[src/rtl/fu_issue_ctrl.sv]
`default_nettype none
// ============================================================================
// Module      : fu_issue_ctrl
// Description : Queues tagged operations, issues them to a one-cycle-latency
//               functional_unit and returns tagged results through a 4-entry
//               output FIFO. Optional macro FU_ISSUE_CMP_SEL_EN adds
//               IN_USE_CMP (SELECT taken from the last compare result).
// Revision    : 1.0 - initial release
// ============================================================================
module fu_issue_ctrl #(
    parameter int DEPTH = 4,
    parameter int TAG_W = 4
) (
    input  logic             CLOCK,
    input  logic             RESET,
    input  logic             IN_VALID,
    output logic             IN_READY,
    input  logic [5:0]       IN_INST,
    input  logic [31:0]      IN_A,
    input  logic [31:0]      IN_B,
    input  logic [31:0]      IN_C,
    input  logic             IN_SELECT,
    input  logic [TAG_W-1:0] IN_TAG,
`ifdef FU_ISSUE_CMP_SEL_EN
    input  logic             IN_USE_CMP,
`endif
    output logic [31:0]      FU_A,
    output logic [31:0]      FU_B,
    output logic [31:0]      FU_C,
    output logic [5:0]       FU_INST,
    output logic             FU_SELECT,
    input  logic [31:0]      FU_Z,
    input  logic             FU_COMPARE,
    output logic             OUT_VALID,
    input  logic             OUT_READY,
    output logic [31:0]      OUT_Z,
    output logic             OUT_COMPARE,
    output logic [TAG_W-1:0] OUT_TAG,
    output logic             BUSY
);

    localparam int c_AW = $clog2(DEPTH);
    localparam int c_CW = c_AW + 1;

    function automatic logic f_is_cmp(input logic [5:0] op);
        return (op == 6'b001110) || (op == 6'b001111) || (op[5:4] == 2'b01);
    endfunction

    // Input queue storage and pointers
    logic [5:0]       r_q_inst [DEPTH];
    logic [31:0]      r_q_a    [DEPTH];
    logic [31:0]      r_q_b    [DEPTH];
    logic [31:0]      r_q_c    [DEPTH];
    logic             r_q_sel  [DEPTH];
    logic [TAG_W-1:0] r_q_tag  [DEPTH];
    logic [c_AW-1:0]  r_q_wr;
    logic [c_AW-1:0]  r_q_rd;
    logic [c_CW-1:0]  r_q_cnt;
    logic [c_CW-1:0]  w_q_cnt_nxt;

    // Issue (S1) and FU-sampling (S2) stages
    logic [31:0]      r_fu_a;
    logic [31:0]      r_fu_b;
    logic [31:0]      r_fu_c;
    logic [5:0]       r_fu_inst;
    logic             r_fu_sel;
    logic             r_s1_v;
    logic             r_s1_cmp;
    logic [TAG_W-1:0] r_s1_tag;
    logic             r_s2_v;
    logic             r_s2_cmp;
    logic [TAG_W-1:0] r_s2_tag;

    // Output FIFO
    logic [31:0]      r_o_z   [4];
    logic             r_o_c   [4];
    logic [TAG_W-1:0] r_o_tag [4];
    logic [1:0]       r_o_wr;
    logic [1:0]       r_o_rd;
    logic [2:0]       r_o_cnt;
    logic [2:0]       w_o_cnt_nxt;
    logic             r_busy;

    logic             w_push;
    logic             w_pop;
    logic             w_credit;
    logic             w_stall;
    logic             w_sel;
    logic             w_o_push;
    logic             w_o_pop;
    logic [2:0]       w_occ;

    assign IN_READY = (r_q_cnt != c_CW'(DEPTH));
    assign w_push   = IN_VALID & IN_READY;

    // Every op in S1/S2 already owns an output slot, so capture can never overflow.
    assign w_occ    = 3'(r_s1_v) + 3'(r_s2_v) + r_o_cnt;
    assign w_credit = (w_occ <= 3'd3);

`ifdef FU_ISSUE_CMP_SEL_EN
    logic r_q_ucmp [DEPTH];
    logic r_cmp_flag;

    // Compare in S1 has no result yet; in S2 its result is live on FU_COMPARE.
    always_comb begin
        w_stall = 1'b0;
        w_sel   = r_q_sel[r_q_rd];
        if (r_q_ucmp[r_q_rd]) begin
            if (r_s1_v && r_s1_cmp) begin
                w_stall = 1'b1;
            end else if (r_s2_v && r_s2_cmp) begin
                w_sel = FU_COMPARE;
            end else begin
                w_sel = r_cmp_flag;
            end
        end
    end

    always_ff @(posedge CLOCK) begin
        if (w_push) begin
            r_q_ucmp[r_q_wr] <= IN_USE_CMP;
        end
    end

    always_ff @(posedge CLOCK) begin
        if (RESET) begin
            r_cmp_flag <= 1'b0;
        end else if (r_s2_v && r_s2_cmp) begin
            r_cmp_flag <= FU_COMPARE;
        end
    end
`else
    assign w_stall = 1'b0;
    assign w_sel   = r_q_sel[r_q_rd];
`endif

    assign w_pop       = (r_q_cnt != '0) & w_credit & ~w_stall;
    assign w_q_cnt_nxt = r_q_cnt + c_CW'(w_push) - c_CW'(w_pop);

    always_ff @(posedge CLOCK) begin
        if (w_push) begin
            r_q_inst[r_q_wr] <= IN_INST;
            r_q_a[r_q_wr]    <= IN_A;
            r_q_b[r_q_wr]    <= IN_B;
            r_q_c[r_q_wr]    <= IN_C;
            r_q_sel[r_q_wr]  <= IN_SELECT;
            r_q_tag[r_q_wr]  <= IN_TAG;
        end
    end

    always_ff @(posedge CLOCK) begin
        if (RESET) begin
            r_q_wr  <= '0;
            r_q_rd  <= '0;
            r_q_cnt <= '0;
        end else begin
            if (w_push) begin
                r_q_wr <= r_q_wr + 1'b1;
            end
            if (w_pop) begin
                r_q_rd <= r_q_rd + 1'b1;
            end
            r_q_cnt <= w_q_cnt_nxt;
        end
    end

    always_ff @(posedge CLOCK) begin
        if (RESET) begin
            r_fu_a    <= '0;
            r_fu_b    <= '0;
            r_fu_c    <= '0;
            r_fu_inst <= '0;
            r_fu_sel  <= 1'b0;
            r_s1_v    <= 1'b0;
            r_s1_cmp  <= 1'b0;
            r_s1_tag  <= '0;
            r_s2_v    <= 1'b0;
            r_s2_cmp  <= 1'b0;
            r_s2_tag  <= '0;
        end else begin
            r_s1_v <= w_pop;
            if (w_pop) begin
                r_fu_a    <= r_q_a[r_q_rd];
                r_fu_b    <= r_q_b[r_q_rd];
                r_fu_c    <= r_q_c[r_q_rd];
                r_fu_inst <= r_q_inst[r_q_rd];
                r_fu_sel  <= w_sel;
                r_s1_cmp  <= f_is_cmp(r_q_inst[r_q_rd]);
                r_s1_tag  <= r_q_tag[r_q_rd];
            end
            r_s2_v   <= r_s1_v;
            r_s2_cmp <= r_s1_cmp;
            r_s2_tag <= r_s1_tag;
        end
    end

    assign FU_A      = r_fu_a;
    assign FU_B      = r_fu_b;
    assign FU_C      = r_fu_c;
    assign FU_INST   = r_fu_inst;
    assign FU_SELECT = r_fu_sel;

    assign w_o_push    = r_s2_v;
    assign w_o_pop     = OUT_VALID & OUT_READY;
    assign w_o_cnt_nxt = r_o_cnt + 3'(w_o_push) - 3'(w_o_pop);

    always_ff @(posedge CLOCK) begin
        if (w_o_push) begin
            r_o_z[r_o_wr]   <= FU_Z;
            r_o_c[r_o_wr]   <= FU_COMPARE;
            r_o_tag[r_o_wr] <= r_s2_tag;
        end
    end

    always_ff @(posedge CLOCK) begin
        if (RESET) begin
            r_o_wr  <= '0;
            r_o_rd  <= '0;
            r_o_cnt <= '0;
            r_busy  <= 1'b0;
        end else begin
            if (w_o_push) begin
                r_o_wr <= r_o_wr + 1'b1;
            end
            if (w_o_pop) begin
                r_o_rd <= r_o_rd + 1'b1;
            end
            r_o_cnt <= w_o_cnt_nxt;
            r_busy  <= (w_q_cnt_nxt != '0) | w_pop | r_s1_v | (w_o_cnt_nxt != '0);
        end
    end

    assign OUT_VALID   = (r_o_cnt != '0);
    assign OUT_Z       = OUT_VALID ? r_o_z[r_o_rd]   : '0;
    assign OUT_COMPARE = OUT_VALID ? r_o_c[r_o_rd]   : 1'b0;
    assign OUT_TAG     = OUT_VALID ? r_o_tag[r_o_rd] : '0;
    assign BUSY        = r_busy;

endmodule
`default_nettype wire

[config.mk]
export PLATFORM = sky130hd
export DESIGN_NAME = fu_issue_ctrl
export DESIGN_NICKNAME = d
export VERILOG_FILES = /design/src/rtl/fu_issue_ctrl.sv
export SDC_FILE = /design/constraint.sdc
export NUM_CORES = 1
export LEC_CHECK = 0
export CAP_MARGIN = 20
export CORE_MARGIN = 1.5
export CORE_UTILIZATION = 48
export DETAILED_ROUTE_END_ITERATION = 8
export GPL_TIMING_DRIVEN = 0
export MAX_ROUTING_LAYER = met4
export PLACE_DENSITY = 0.74
export SYNTH_ARGS = -nofsm -noshare
export SYNTH_HDL_FRONTEND = slang
export SYNTH_SLANG_ARGS = --single-unit
[constraint.sdc]
create_clock -name CLOCK -period 7.6 [get_ports CLOCK]
set_input_delay 1.52 -clock CLOCK [delete_from_list [all_inputs] [get_ports CLOCK]]
set_output_delay 1.52 -clock CLOCK [all_outputs]
set_load 0.02 [all_outputs]
==> results of run 1 <==
-- cell usage in the layout, fill, tap and decap left out, drive strengths merged, types with 9 or more instances in the layout --
cell and n:
edfxtp 576, clkdlybuf4s50 284, clkbuf 159, mux4 144, dfxtp 130, a21oi 111
nand3 110, o21ai 108, buf 51, nor2b 35, clkinv 23, inv 19
diode 13, ha 13, nor2 10, and2b 9
-- kinds of logic (layout without fill, tap and decap cells) --
family                   Yosys count  in the layout  synth area share
buffers and inverters            117            544            0.0205
multiplexers                     145            145             0.125
other                              0             13                 0
adder cells (fa/ha/maj)           16             16           0.00853
flip-flops                       706            706             0.762
XOR/XNOR                           9              9           0.00331
AO/OA/AOI/OAI                    225            225            0.0438
AND/OR/NAND/NOR                  181            181            0.0374
-- flip-flops by register name (all words and copies together) (netlist names), 2 cells and up, named ones only --
name / flops
r_q_b: 128
r_q_inst: 24
r_o_rd: 2
r_q_a: 128
r_o_c: 4
r_o_cnt: 3
FU_B: 32
r_o_tag: 16
r_o_wr: 2
r_o_z: 128
r_q_rd: 2
r_q_c: 128
FU_C: 32
FU_A: 32
r_q_wr: 2
FU_INST: 6
r_q_tag: 16
r_q_sel: 4
r_q_cnt: 3
r_s1_tag: 4
r_s2_tag: 4
-- cells in the mapped netlist --
cell type / n
sky130_fd_sc_hd__o311ai_0: 1
sky130_fd_sc_hd__or3_1: 1
sky130_fd_sc_hd__mux2i_1: 1
sky130_fd_sc_hd__mux4_1: 1
sky130_fd_sc_hd__nand2_1: 2
sky130_fd_sc_hd__nor2_1: 10
sky130_fd_sc_hd__xor2_1: 4
sky130_fd_sc_hd__and3_1: 5
sky130_fd_sc_hd__dfxtp_1: 130
sky130_fd_sc_hd__a41oi_1: 1
sky130_fd_sc_hd__buf_1: 10
sky130_fd_sc_hd__clkbuf_2: 1
sky130_fd_sc_hd__or4_1: 1
sky130_fd_sc_hd__ha_1: 13
sky130_fd_sc_hd__or3b_2: 1
sky130_fd_sc_hd__nor3_1: 3
sky130_fd_sc_hd__buf_12: 2
sky130_fd_sc_hd__nor2b_1: 35
sky130_fd_sc_hd__buf_2: 14
sky130_fd_sc_hd__edfxtp_1: 576
sky130_fd_sc_hd__buf_4: 12
sky130_fd_sc_hd__inv_1: 16
sky130_fd_sc_hd__inv_2: 1
sky130_fd_sc_hd__xnor2_1: 4
sky130_fd_sc_hd__o21ai_1: 1
sky130_fd_sc_hd__xnor2_2: 1
sky130_fd_sc_hd__fa_1: 3
sky130_fd_sc_hd__a21o_1: 2
sky130_fd_sc_hd__and2b_1: 9
sky130_fd_sc_hd__o21ai_0: 107
sky130_fd_sc_hd__and2_1: 4
sky130_fd_sc_hd__a21oi_1: 111
sky130_fd_sc_hd__nand3_1: 110
sky130_fd_sc_hd__clkbuf_1: 61
sky130_fd_sc_hd__mux4_2: 143
sky130_fd_sc_hd__o31ai_1: 2
-- through the flow --
stage	util	power, W	worst slack, ns	instances	hold slack [ns]
floorplan	-	0.00738	2.82	1399	0.431
global placement	0.554	0.00887	0.586	2379	0.454
detailed placement	0.561	0.00894	3.49	2392	0.464
CTS	0.605	0.0125	2.83	2522	0.473
global route	0.605	0.0129	2.77	2534	0.487
finish	0.605	0.0124	2.98	2535	0.473
-- worst paths after layout --
| kind | from | to | cells after the start | slack, ns |
|---|---|---|---|---|
| worst max-delay path | r_o_cnt[2] | OUT_Z[15] | 6 | 2.98 |
| worst min-delay path | r_s1_tag[1] | r_s1_tag[1] | 2 | 0.47 |
| worst max register to register | r_s2_v | BUSY | 15 | 4.00 |
| worst min register to register | r_s1_tag[1] | r_s1_tag[1] | 2 | 0.47 |
-- routing by layer --
| layer | up-vias | routed length, um | share of wire | track usage |
|---|---|---|---|---|
| met2 | 544 | 28300 | 0.49 | 0.339 |
| met5 | - | 0 | 0 | - |
| met1 | 7177 | 23300 | 0.40 | 0.275 |
| met4 | 0 | 1610 | 0.028 | 0.0760 |
| met3 | 104 | 4680 | 0.081 | 0.0557 |
| li1 | 6335 | - | - | - |
-- where the power goes --
group	switching (W)	internal, W
Clock	0.00142	0.00211
Combinational	0.00211	0.00176
Sequential	0.000248	0.00473
Total	0.00379	0.00860
-- cell type report --
type,count,area [um^2]
sequential,706,19900
clock inverter,33,347
fill,3891,21200
buffer,100,472
multi-input combinational,576,5710
tap,696,871
inverter,17,63.8
antenna,13,32.5
timing repair buffer,297,3150
clock buffer,97,2030
-- worst reg2reg max path, delay by kind of cell, from the launching register on --
kind | cells | cell delay [ns]
AOI/OAI and AO/OA | 1 | 0.14
and+or+nand+nor | 3 | 0.50
xor gates and xnor gates | 1 | 0.28
buffers and inverters | 5 | 0.61
adders and majority gates | 5 | 1.45
DFF | 1 | 0.46
==> flow_summary.yaml, run 1 <==
placement:
  numPortBuffers: 284
  gpl.final_weighted_congestion: 0.782
  hpwlAfterDp_um: 36500
  placement.cell_area_um2: 30200
critical_path:
  critPathMaxFanout: 10
  critical-path-slowest-cell: "sky130_fd_sc_hd__clkdlybuf4s50_1"
  path_delay_family: "buffers and inverters"
  path_cells: "buf_4 -> nor3_1 -> clkbuf_1 -> clkbuf_1 -> and2b_1 -> clkdlybuf4s50_1"
  cp-end-kind: "output port"
  required_ns: 6.08
  cpPeakStageDelay_ns: 0.53
  critPathLaunchType: "register"
  critical_path_arrival_ns: 3.10
  path_buf_inv: 4
  timing.setup.critical_path_class: "register to output port"
  cpMostUsedCell: "sky130_fd_sc_hd__clkbuf_1"
routing:
  initialDrtViolationCount: 1231
  route.vias.total: 14200
  wirelength_um: 58000
  drt.antenna.violating_nets: 0
  route.detailed.vias_per_inst: 5.59
  drt_drc_violations_left: 0
  drt-wirelength-per-cell_um: 22.9
  detail_route.first_pass.iterations: 5
clock_network:
  post_cts_resized: 0
  clkSinkCount: 706
  clockBufferDepth: 3
  cts_inserted_buffers: 71
  cts_tree: "built"
  clk_pin_slew_ns: 0.06
  post-cts-setup-buffers: 0
  source_to_sink_clock_delay_at_the_later_pin_of_the_worst_skew_pair_ns: 0.59
  hold_buffers: 0
  htree_num_levels: 3
  ctsRootBufferMaster: "sky130_fd_sc_hd__clkbuf_16"
grt:
  grt_pass1_wl_um: 88000
  global_route.overflow_total: 0
  grt_max_degree: 57
  vias_in_the_first_global_route: 14800
  grtUsageTotal: 0.216
  grt_antenna_before_repair: 13
sta:
  timing_hold_violations_final: 0
  tns_ns: 0
  fmaxAchievable_mhz: 216
  rsz0062_at_grt: "false"
  measured_slew_at_the_worst_slew_check_pin_ns: 1.17
  max_slew_margin: 0.223
  period_minus_slack_ns: 4.62
  period_share: 0.608
  setup_skew_ns: 0.0154
  final-max-slew-violation-count: 0
  setup_viol: 0
floorplanning:
  floorplan.die.height_um: 236
  starting_density: 0.485
  die_x_um: 236
  core_area_um2: 53800
  dieArea_um2: 55800
  io-pin-count: 287
  num_rows: 85
synthesis:
  flip_flop_and_latch_count_after_synthesis: 706
  netlist_instances: 1399
  postSynthAreaPerCell_um2: 18.7
  yosysSeqAreaShare: 0.762
  synthesis.area_um2: 26100
  synth_top_cell_area_share: 0.662
  post_synth_main_area_contributors: "sky130_fd_sc_hd__edfxtp_1, sky130_fd_sc_hd__mux4_2, sky130_fd_sc_hd__dfxtp_1, sky130_fd_sc_hd__a21oi_1, sky130_fd_sc_hd__nand3_1"
  postSynthNetCount: 1559
  ys_warn_count: 0
  post-synth-top-area-cell: "sky130_fd_sc_hd__edfxtp_1"
  yosysUniqueCellTypes: 36
cells_and_area:
  finish.instance_area_um2: 32600
  syn_to_final_growth_pct: 24.7
  drive_gt1_frac: 0.163
  nets: 1929
power:
  ir_drop_mv: 0.288
  power.leakage_nw: 10.5
  cellPowerDensity_nw_per_um2: 380
job:
  max_cap_violations: 0
min_path:
  path_class_of_the_lowest_slack_min_delay_path: "register to register"
run_status:
  run_status: "complete, no violations"
Power figures use the tool's default switching activity.
==> run 2, diff against run 1 <==
clock period = 4.45 ns   (was 7.6 ns; I/O delays follow)
==> results of run 2 <==
Same layout as run 1 (identical final DEF). Status: complete, no violations.
Among the figures that moved: setup slack after placement 3.49 ns -> 0.888 ns; setup slack after layout 2.98 ns -> 0.458 ns; register-to-register setup slack 4.00 ns -> 0.85 ns; total power 0.0124 W -> 0.0212 W; worst IR drop on VDD 0.288 mV -> 0.491 mV
